===== config.mk =====
export PLATFORM = sky130hd
export DESIGN_NAME = ram_boot_loader
export DESIGN_NICKNAME = d
export VERILOG_FILES = /design/src/rtl/ram_boot_loader.sv
export SDC_FILE = /design/constraint.sdc
export NUM_CORES = 1
export LEC_CHECK = 0
export ABC_AREA = 1
export CELL_PAD_IN_SITES_DETAIL_PLACEMENT = 2
export CELL_PAD_IN_SITES_GLOBAL_PLACEMENT = 2
export CORE_ASPECT_RATIO = 1.1
export CORE_UTILIZATION = 35
export DETAILED_ROUTE_END_ITERATION = 8
export GPL_TIMING_DRIVEN = 0
export PLACE_DENSITY_LB_ADDON = 0.1
export SLEW_MARGIN = 20
export SYNTH_ARGS = -nofsm -noshare
export SYNTH_HDL_FRONTEND = slang
export SYNTH_SLANG_ARGS = --single-unit

===== constraint.sdc =====
create_clock -name clk -period 6.75 [get_ports clk]
set_clock_uncertainty 0.2 [all_clocks]
set_input_delay 1.35 -clock clk [delete_from_list [all_inputs] [get_ports clk]]
set_output_delay 1.35 -clock clk [all_outputs]
set_load 0.05 [all_outputs]

===== src/rtl/ram_boot_loader.sv =====
// UART-fed RAM boot loader: parses a magic/length/data/checksum frame, writes
// each assembled word to RAM and releases the CPU from reset once verified.
module ram_boot_loader #(
  parameter  int NB_COL    = 4,
  parameter  int COL_WIDTH = 8,
  parameter  int RAM_DEPTH = 1024,
  localparam int AW        = $clog2(RAM_DEPTH),
  localparam int DW        = NB_COL * COL_WIDTH
) (
  input  logic              clk,
  input  logic              rst,
  input  logic [7:0]        s_data,
  input  logic              s_valid,
  output logic              s_ready,
  input  logic              reload,
  output logic              ram_en,
  output logic [NB_COL-1:0] ram_we,
  output logic [AW-1:0]     ram_addr,
  output logic [DW-1:0]     ram_din,
  output logic              cpu_rst,
  output logic              done,
  output logic              error
);

  localparam int LW = (NB_COL > 1) ? $clog2(NB_COL) : 1;

  typedef enum logic [2:0] {IDLE, LEN0, LEN1, DATA, CSUM, DONE, ERR} state_t;

  state_t          state, state_nxt;
  logic [7:0]      len_lo;
  logic [15:0]     len;
  logic [LW-1:0]   lane;
  logic [AW-1:0]   widx;
  logic [DW-1:0]   word, word_asm;
  logic [7:0]      csum;

  logic            accept, last_lane, last_word;
  logic [15:0]     len_full;

  logic            ready_nxt, done_nxt, error_nxt, wr_nxt;

  // reload masks the byte stream for the cycle it is high
  assign accept    = s_valid && s_ready && !reload;
  assign last_lane = (lane == LW'(NB_COL - 1));
  assign last_word = ({{(32-AW){1'b0}}, widx} == ({16'd0, len} - 32'd1));
  assign len_full  = {s_data, len_lo};

  always_ff @(posedge clk) begin
    if (rst) state <= IDLE;
    else     state <= state_nxt;
  end

  always_comb begin
    state_nxt = state;
    if (reload) begin
      state_nxt = IDLE;
    end else if (accept) begin
      case (state)
        IDLE: if (s_data == 8'hA5) state_nxt = LEN0;
        LEN0: state_nxt = LEN1;
        LEN1: begin
          if ({16'd0, len_full} > 32'(RAM_DEPTH)) state_nxt = ERR;
          else if (len_full == 16'd0)             state_nxt = CSUM;
          else                                    state_nxt = DATA;
        end
        DATA: if (last_lane && last_word) state_nxt = CSUM;
        CSUM: state_nxt = (s_data == csum) ? DONE : ERR;
        default: state_nxt = state;
      endcase
    end
  end

  always_comb begin
    ready_nxt = (state_nxt == IDLE) || (state_nxt == LEN0) || (state_nxt == LEN1) ||
                (state_nxt == DATA) || (state_nxt == CSUM);
    done_nxt  = (state_nxt == DONE);
    error_nxt = (state_nxt == ERR);
    wr_nxt    = accept && (state == DATA) && last_lane;
    word_asm  = word;
    word_asm[COL_WIDTH*int'(lane) +: COL_WIDTH] = s_data;
  end

  // frame datapath: length, lane/word counters, running checksum
  always_ff @(posedge clk) begin
    if (rst || reload) begin
      len_lo <= '0;
      len    <= '0;
      lane   <= '0;
      widx   <= '0;
      word   <= '0;
      csum   <= '0;
    end else if (accept) begin
      case (state)
        LEN0: begin
          len_lo <= s_data;
          csum   <= csum ^ s_data;
        end
        LEN1: begin
          len  <= len_full;
          csum <= csum ^ s_data;
        end
        DATA: begin
          word <= word_asm;
          csum <= csum ^ s_data;
          lane <= last_lane ? '0 : lane + 1'b1;
          if (last_lane && !last_word) widx <= widx + 1'b1;
        end
        default: ;
      endcase
    end
  end

  always_ff @(posedge clk) begin
    if (rst) begin
      s_ready  <= 1'b0;
      cpu_rst  <= 1'b1;
      done     <= 1'b0;
      error    <= 1'b0;
      ram_en   <= 1'b0;
      ram_we   <= '0;
      ram_addr <= '0;
      ram_din  <= '0;
    end else begin
      s_ready  <= ready_nxt;
      cpu_rst  <= !done_nxt;
      done     <= done_nxt;
      error    <= error_nxt;
      ram_en   <= wr_nxt;
      ram_we   <= {NB_COL{wr_nxt}};
      ram_addr <= widx;
      ram_din  <= word_asm;
    end
  end

endmodule


==> metrics.txt, run 1 <==
minimum hold slack 0.314 ns; Worst Tran Pin Value roughly 1.1 ns; post-synthesis instance total between 700 and 800; synth unique cells 38; chip width approximately 120 microns; CTS sink count 126; Leakage ~2.8 nW; dpl ws between 2 and 3 ns; final wirelength 20.0 mm; post-synth top area cell dfxtp_1; area grow syn2layout 26.7%; Layout Utilization a little under half; fin cells roughly 1,000; Syn Area/Cell between 7 and 8 sq um; Tot GR Track Use 26.1%; worst path cell trace clkdlybuf4s50_1, inv_1, nand4_1, nor4_1, nand2_1, nand3_1, nand2_1, nor2_1, nand2_1, nand2_1, nand2_1, nand2_1, nand2_1, a21oi_1; vias about 5,400; layout cells sized above 1 between 8 and 9%; Slowest Stage Delay on Critical Path ~0.6 ns; clock buffer count from CTS 17; DRC violation count after routing 0; CTS H-tree depth 4; Clk Latency, worst-skew pair ~0.42 ns; PwrDens ~260 nW/um^2; # diodes 0; Vias/cell between 5 and 6; postcts setup bufs 0; maximum fanout along the worst path 5; number of synthesized flops with an enable pin 0; Peak VDD IR 0.000176 V; Synth top area share a little under half; max-cap violations 0; routability congestion estimate between 0.8 and 0.9; count of final setup violators 0; Row Count 47; Core ar. 15,300 sq um; antenna-violating nets left 0; Pre-antenna DRT Iters 4; Req. time, crit path around 6.9 ns; Synth top cells by count dfxtp_1 (126), nor2_1 (109), nand2_1 (88); sequential-to-total area share from yosys stat 45.4%; area of the die roughly 16,000 sq um; Worst Hold Class reg -> reg; Routed WL per cell about 20 microns; period utilization between 50% and 60%; fin. max-slew vios 0; 1st-iter DRT viols approximately 260; Critical Path Most Common Cell nand2_1; Remaining Overflow, GRT 0; CP endpoint kind flip-flop; Async SR Flop Fraction 0%; status finished clean; initial antenna violation count 0; global-route wire length before repair about 33 mm; Initial Util 36.4%; CTS tree yes; Slew Limit Headroom between 20 and 30%; Yosys Warn Count 0; number of synthesized register bits roughly 130; dpl cells between 900 and 1,000; # port buffers between 60 and 70; CP arrival 3.72 ns; unrepaired setup endpoints after global routing no; root buf cell clkbuf_16; Critical-path top delay cell clkdlybuf4s50_1; clock-pin slew on the worst setup and hold paths around 0.06 ns; top post-synthesis cells by area dfxtp_1 (45%), nor2_1 (7.4%), a21oi_1 (6.6%); Max Freq between 0.2 and 0.3 GHz; min Tclk post-route between 3 and 4 ns; die height 134 microns; Ports 63; Netlist Area Pre-Place ~5600 sq um; # fillers 1,785; Critical Path Start Type input port; Worst Slack Setup Final around 3.2 ns; Detail Placement HPWL 14.1 mm; Top FF cell, synth dfxtp_1; post-CTS sizing 0; Setup Crit Path Kind in -> reg; Final #Nets 835; Synthesized Nets approximately 750; largest net degree at the start of global routing 17; top-count cell post-synth dfxtp_1; setup_tns 0 ns; Bufs on Longest Clock Path 2; hold_buf cts 0; final hold vios 0; vias in the first global route 6,112
-- area by class of cell --
class                   instances  area (sq um)  share of cell area (%)
clock inverters                 9           133                    1.88
well taps                     196           245                    3.48
inverters                      90           338                    4.80
flip-flops and latches        126          2520                    35.8
repair buffers                 62           621                    8.81
clock buffers                  22           484                    6.88
multi-input cells             487          2560                    36.3
plain buffers                  31           140                    1.99
-- path summary, 6_finish.rpt --
check	start	endpoint	slack (ns)	cells past startpoint
min	widx[8]	ram_addr[8]	0.31	2
max reg2reg	lane[0]	word[11]	3.28	8
min reg2reg	widx[8]	ram_addr[8]	0.31	2
max	s_data[4]	s_ready	3.17	14
-- per-stage QoR --
stage | power, mW | instance area (sq um)
2_1_floorplan | 0.812 | 5560
3_3_place_gp | 0.846 | 6420
3_5_place_dp | 0.849 | 6420
4_1_cts | 1.81 | 7040
5_1_grt | 1.85 | 7040
6_report | 1.80 | 7040
-- placed cells by master, fill, tap and decap left out, drive strengths merged, types with 11 or more instances in the layout --
cell and n:
dfxtp 126, xor2 13, clkbuf 42, nand3 17, o21ai 78, clkdlybuf4s50 62
inv 88, nor2 122, nand2 98, nand4 11, nor4 14, buf 11
a21oi 73
-- state kept, by name, summed over array words and instances (netlist names), 2 cells and up --
signal	cells
len_lo	8
widx	10
ram_addr	10
len	16
state	3
ram_din	32
csum	8
word	32
lane	2
-- per-layer routing --
metal  vias to the layer above  global-route usage (%)  wire length [microns]
met3                        32                    4.59                    528
met5                         -                       0                      0
li1                       2589                       -                      -
met2                        92                    48.9                  10800
met1                      2708                    29.5                   8310
met4                         0                    7.99                    362
-- cells by family after synthesis --
logic type	after synthesis	share of synthesized area [%]
flip-flops	126	45.4
buffers and inverters	121	8.60
AND/OR/NAND/NOR	281	23.6
adder cells (fa/ha/maj)	8	1.80
AO/OA/AOI/OAI	177	17.4
XOR/XNOR	21	3.31
-- where the power goes --
part | switching, mW | internal (mW)
logic | 0.0606 | 0.0241
clock network | 0.343 | 0.618
registers | 0.00214 | 0.748
total | 0.406 | 1.39
-- critical path, delay by kind of cell --
family          cells  cell delay (ns)
buf+inv             2             0.94
compound gates      1             0.15
simple gates       11             1.28
Note: power is estimated with default switching activity, not from simulation.
==> run 2, diff against run 1 <==
--- a/config.mk
+++ b/config.mk
@@ -9,7 +9,7 @@
 export CELL_PAD_IN_SITES_DETAIL_PLACEMENT = 2
 export CELL_PAD_IN_SITES_GLOBAL_PLACEMENT = 2
 export CORE_ASPECT_RATIO = 1.1
-export CORE_UTILIZATION = 35
+export CORE_UTILIZATION = 32
 export DETAILED_ROUTE_END_ITERATION = 8
 export GPL_TIMING_DRIVEN = 0
 export PLACE_DENSITY_LB_ADDON = 0.1
==> constraint.sdc (replaced) <==
create_clock -name clk -period 3.58 [get_ports clk]
set_clock_uncertainty 0.2 [all_clocks]
set_input_delay 0.716 -clock clk [delete_from_list [all_inputs] [get_ports clk]]
set_output_delay 0.716 -clock clk [all_outputs]
set_load 0.05 [all_outputs]
==> run 2 against run 1 <==
Compared with the run above: clock-buffer cell count is 2 lower; die area up 9.2%; sequential cell count is the same; largest power group unchanged; register-to-register slack lost 3.0 ns; wire length is 6.7% lower; via count is 2.8% lower.
==> metrics.txt, run 2 (synthesis gave the netlist of run 1 again) <==
unrepaired setup endpoints after global routing no; CP endpoint kind flip-flop; Worst Tran Pin Value 0.943 ns; Layout Utilization between 40% and 50%; Worst Hold Class reg -> reg; initial antenna violation count 0; chip width 128 microns; 1st-iter DRT viols about 150; multi-input logic area 2560 sq um; Leakage around 2.7 nW; count of final setup violators 0; fin. max-slew vios 0; Worst Slack Setup Final between 0.3 and 0.4 ns; commonest cells after routing, fill and taps aside dfxtp_1 (126), nor2_1 (109), nand2_1 (88); # fillers 1,969; maximum fanout along the worst path 12; Req. time, crit path 3.73 ns; Slew Limit Headroom 36.7%; # port buffers a little over 60; postcts setup bufs 0; global-route wire length before repair roughly 31 mm; Vias/cell 4.97; Setup Crit Path Kind reg -> reg; Clk Latency, worst-skew pair ~0.42 ns; CP arrival around 3.4 ns; DRC violation count after routing 0; vias in the first global route 5,903; antenna-violating nets left 0; CTS tree yes; root buf cell clkbuf_16; Routed WL per cell 17.6 microns; most common cell after layout, fill and taps aside dfxtp_1; Initial Util about 33%; final hold vios 0; register area roughly 2500 sq um; # diodes 0; Ports 63; CTS sink count around 130; largest net degree at the start of global routing 17; clock buffer count from CTS 17; dpl ws about 0.28 ns; max-cap violations 0; Max Freq 0.307 GHz; area of the die roughly 18,000 sq um; Row Count 50; Pre-antenna DRT Iters 8; Detail Placement HPWL roughly 14 mm; PwrDens ~450 nW/um^2; Peak VDD IR between 0.0002 and 0.0003 V; clock-pin slew on the worst setup and hold paths approximately 0.060 ns; Tot GR Track Use approximately 22%; status finished clean; period utilization approximately nine tenths; final wirelength roughly 19 mm; die height between 100 and 150 microns; CTS H-tree depth 4; Core ar. around 17,000 sq um; Bufs on Longest Clock Path 2; biggest regs ram_din (32), word (32), len (16); hold_buf cts 0; vias 5,271; post-CTS sizing 0; Final #Nets around 840; area grow syn2layout 26.3%; Critical Path Start Type flip-flop; Remaining Overflow, GRT 0; layout cells sized above 1 just over 8%; setup_tns 0 ns; routability congestion estimate about 0.78; min Tclk post-route between 3 and 4 ns
-- run 2: final timing paths --
path                              start       end  slack, ns  cells after the start
worst max-delay path            lane[0]  word[13]       0.33                      8
worst min-delay path            csum[1]   csum[1]       0.31                      2
worst max register to register  lane[0]  word[13]       0.33                      8
worst min register to register  csum[1]   csum[1]       0.31                      2
-- run 2: routing by layer --
layer  GRT usage, %  up-vias  share of wire, %
met4           6.38        0               1.3
met5              0        -                 0
met1           25.9     2609                44
li1               -     2578                 -
met3           3.86       21               1.8
met2           41.3       63                53
-- run 2: through the flow --
step                      cell area [sq um]  cells  total power, mW  hold slack [ns]
after floorplan                        5560    734             1.53            0.257
after global routing                   7020   1060             3.29            0.325
final                                  7020   1060             3.19            0.309
after global placement                 6470   1030             1.60            0.276
after CTS                              7020   1060             3.23            0.314
after detailed placement               6470   1030             1.60            0.301
-- run 2: worst max-delay path, stage by stage, from the launching register on --
cell and delay, ns:
dfxtp_1 0.39, clkbuf_1 0.38, inv_1 0.17, clkbuf_1 0.31
ha_1 0.42, inv_1 0.08, nor3_1 0.76, a32oi_1 0.27
a21oi_1 0.20
-- run 2: cell type report --
class                   count  share of cell area, %
well taps                 234                   4.17
repair buffers             62                   8.84
plain buffers              31                   2.00
clock inverters            10                   1.32
multi-input cells         487                   36.4
inverters                  90                   4.81
clock buffers              20                   6.50
flip-flops and latches    126                   35.9
-- run 2: where the power goes --
group | switching [mW] | internal [mW]
Combinational | 0.110 | 0.0454
Sequential | 0.00383 | 1.41
Clock | 0.637 | 0.979
Total | 0.751 | 2.43
==> run 3, diff against run 2 <==
--- a/config.mk
+++ b/config.mk
@@ -12,7 +12,9 @@
 export CORE_UTILIZATION = 32
 export DETAILED_ROUTE_END_ITERATION = 8
 export GPL_TIMING_DRIVEN = 0
+export HOLD_SLACK_MARGIN = 0.1
 export PLACE_DENSITY_LB_ADDON = 0.1
+export REMOVE_ABC_BUFFERS = 1
 export SLEW_MARGIN = 20
 export SYNTH_ARGS = -nofsm -noshare
 export SYNTH_HDL_FRONTEND = slang
==> run 3 against run 2 <==
Compared with the run above: cell count fell by 2.6%; critical path depth down 2; first-iteration DRC count rose by 12%; setup slack improved by 0.094 ns; largest cell class unchanged; highest routed layer unchanged.
==> metrics.txt, run 3 (synthesis gave the netlist of run 1 again) <==
postcts setup bufs 0; hold_buf cts 0; CP endpoint kind flip-flop; worst path cell trace inv_1, ha_1, inv_1, nor3_1, a32oi_1, a21oi_1; layout cells sized above 1 between 8 and 9%; # fillers around 2,000; clock-pin slew on the worst setup and hold paths around 0.060 ns; largest net degree at the start of global routing 65; area grow syn2layout 24.6%; # port buffers 62; min Tclk post-route between 3 and 4 ns; Final #Nets 806; Slowest Stage Delay on Critical Path 0.83 ns; Critical-path top delay cell nor3_1; Detail Placement HPWL 12.4 mm; Worst Hold Class reg -> reg; Hold Path Depth 2; chip width about 130 microns; post-CTS sizing 0; PwrDens 462 nW/um^2; final wirelength between 15 and 20 mm; biggest regs ram_din (32), word (32), len (16); clock buffer count from CTS 17; CTS sink count about 130; root buf cell clkbuf_16; Ports 63; Tot GR Track Use a little over a fifth; setup_tns 0 ns; routability congestion estimate between 0.7 and 0.8; 1st-iter DRT viols roughly 170; Initial Util roughly a third; multi-input logic area approximately 2600 sq um; CTS H-tree depth 4; die height around 140 microns; DRC violation count after routing 0; period utilization 88.2%; status finished clean; Peak VDD IR ~0.0003 V; Setup Crit Path Kind reg -> reg; commonest cells after routing, fill and taps aside dfxtp_1 (126), nor2_1 (108), nand2_1 (88); Slew Limit Headroom between 30% and 40%; # diodes 0; fin cells 1,032; Bufs and invs on worst path 2; dpl cells 1,001; Req. time, crit path between 3 and 4 ns; Vias/cell between 4 and 5; Bufs on Longest Clock Path 2; Top delay family on crit path simple AND/OR/NAND/NOR gates; Hold Path Origin widx[4]; R2R cell count 6; max-cap violations 0; end of the worst register-to-register path word[8]; Critical Path Start Type flip-flop; met1 GRT Util between 20 and 25%; register area around 2500 sq um; area of the die ~18,000 sq um; Worst Tran Pin Value approximately 1.0 ns; Routed WL per cell about 17 microns; global-route wire length before repair 29.0 mm; maximum fanout along the worst path 15; Critical R2R Launch lane[0]; final hold vios 0; Core ar. between 15,000 and 20,000 sq um; Pre-antenna DRT Iters 4; initial antenna violation count 0; Leakage between 2 and 3 nW; most common cell after layout, fill and taps aside dfxtp_1; WHS Endpoint ram_addr[4]; Remaining Overflow, GRT 0; count of final setup violators 0; Top Usage Layer GRT met2; Clk Latency, worst-skew pair about 0.42 ns; vias in the first global route between 5,000 and 6,000; CTS tree yes; met3 GRT Util ~4%; Critical Path Most Common Cell inv_1; fin. max-slew vios 0; Row Count 50; unrepaired setup endpoints after global routing no; met2 Use GR between 30% and 40%; CP arrival ~3.3 ns; r2r setup slk about 0.42 ns; Critical Path Source lane[0]; vias about 5,100; antenna-violating nets left 0; Max Freq 0.317 GHz
-- run 3: cell count changes in the layout (fill, tap and decap cells not counted), sizes merged --
| cell | delta |
|---|---|
| clkbuf | -18 |
| buf | -8 |
| clkdlybuf4s50 | -1 |
| inv | +1 |
| clkinv | -2 |
-- run 3: worst reg2reg max path, cell delays in order (launching register included) --
cell and delay (ns):
dfxtp_1 0.61, inv_1 0.37, ha_1 0.45, inv_1 0.09, nor3_1 0.83, a32oi_1 0.31, a21oi_1 0.22
-- run 3: through the flow --
stage	setup slack (ns)	total power, mW	utilization, %	hold WS [ns]	instance area, sq um
2_1_floorplan	0.320	1.52	-	0.255	5420
3_3_place_gp	-3.88	1.59	37.2	0.286	6330
3_5_place_dp	0.215	1.60	37.5	0.294	6380
4_1_cts	0.439	3.24	40.7	0.303	6930
5_1_grt	0.166	3.32	40.7	0.332	6930
6_report	0.421	3.20	40.7	0.299	6930
-- run 3: worst max path at each step --
| stage | to | depth (start not counted) |
|---|---|---|
| 2_1_floorplan | widx[8] | 4 |
| 6_report | word[8] | 6 |
| 5_1_grt | word[8] | 6 |
| 3_5_place_dp | word[6] | 6 |
| 4_1_cts | word[8] | 6 |
| 3_3_place_gp | lane[0] | 4 |
-- run 3: layout make-up --
| class | count | area share (%) |
|---|---|---|
| multi-input combinational | 487 | 37.0 |
| inverter | 90 | 4.89 |
| clock buffer | 22 | 6.70 |
| clock inverter | 9 | 1.26 |
| timing repair buffer | 64 | 9.46 |
| sequential | 126 | 36.4 |
| tap | 234 | 4.23 |
-- run 3: routing by layer --
layer  routed length [microns]  part of all wire, %  vias to the layer above
li1                          -                    -                     2524
met1                      7810                   45                     2522
met2                      9170                   52                       54
met3                       344                  2.0                       11
met4                       170                 0.97                        0
met5                         0                    0                        -
-- run 3: power by group --
group	internal, mW	switching [mW]
clock	0.987	0.645
combinational	0.0468	0.106
sequential	1.41	0.00364
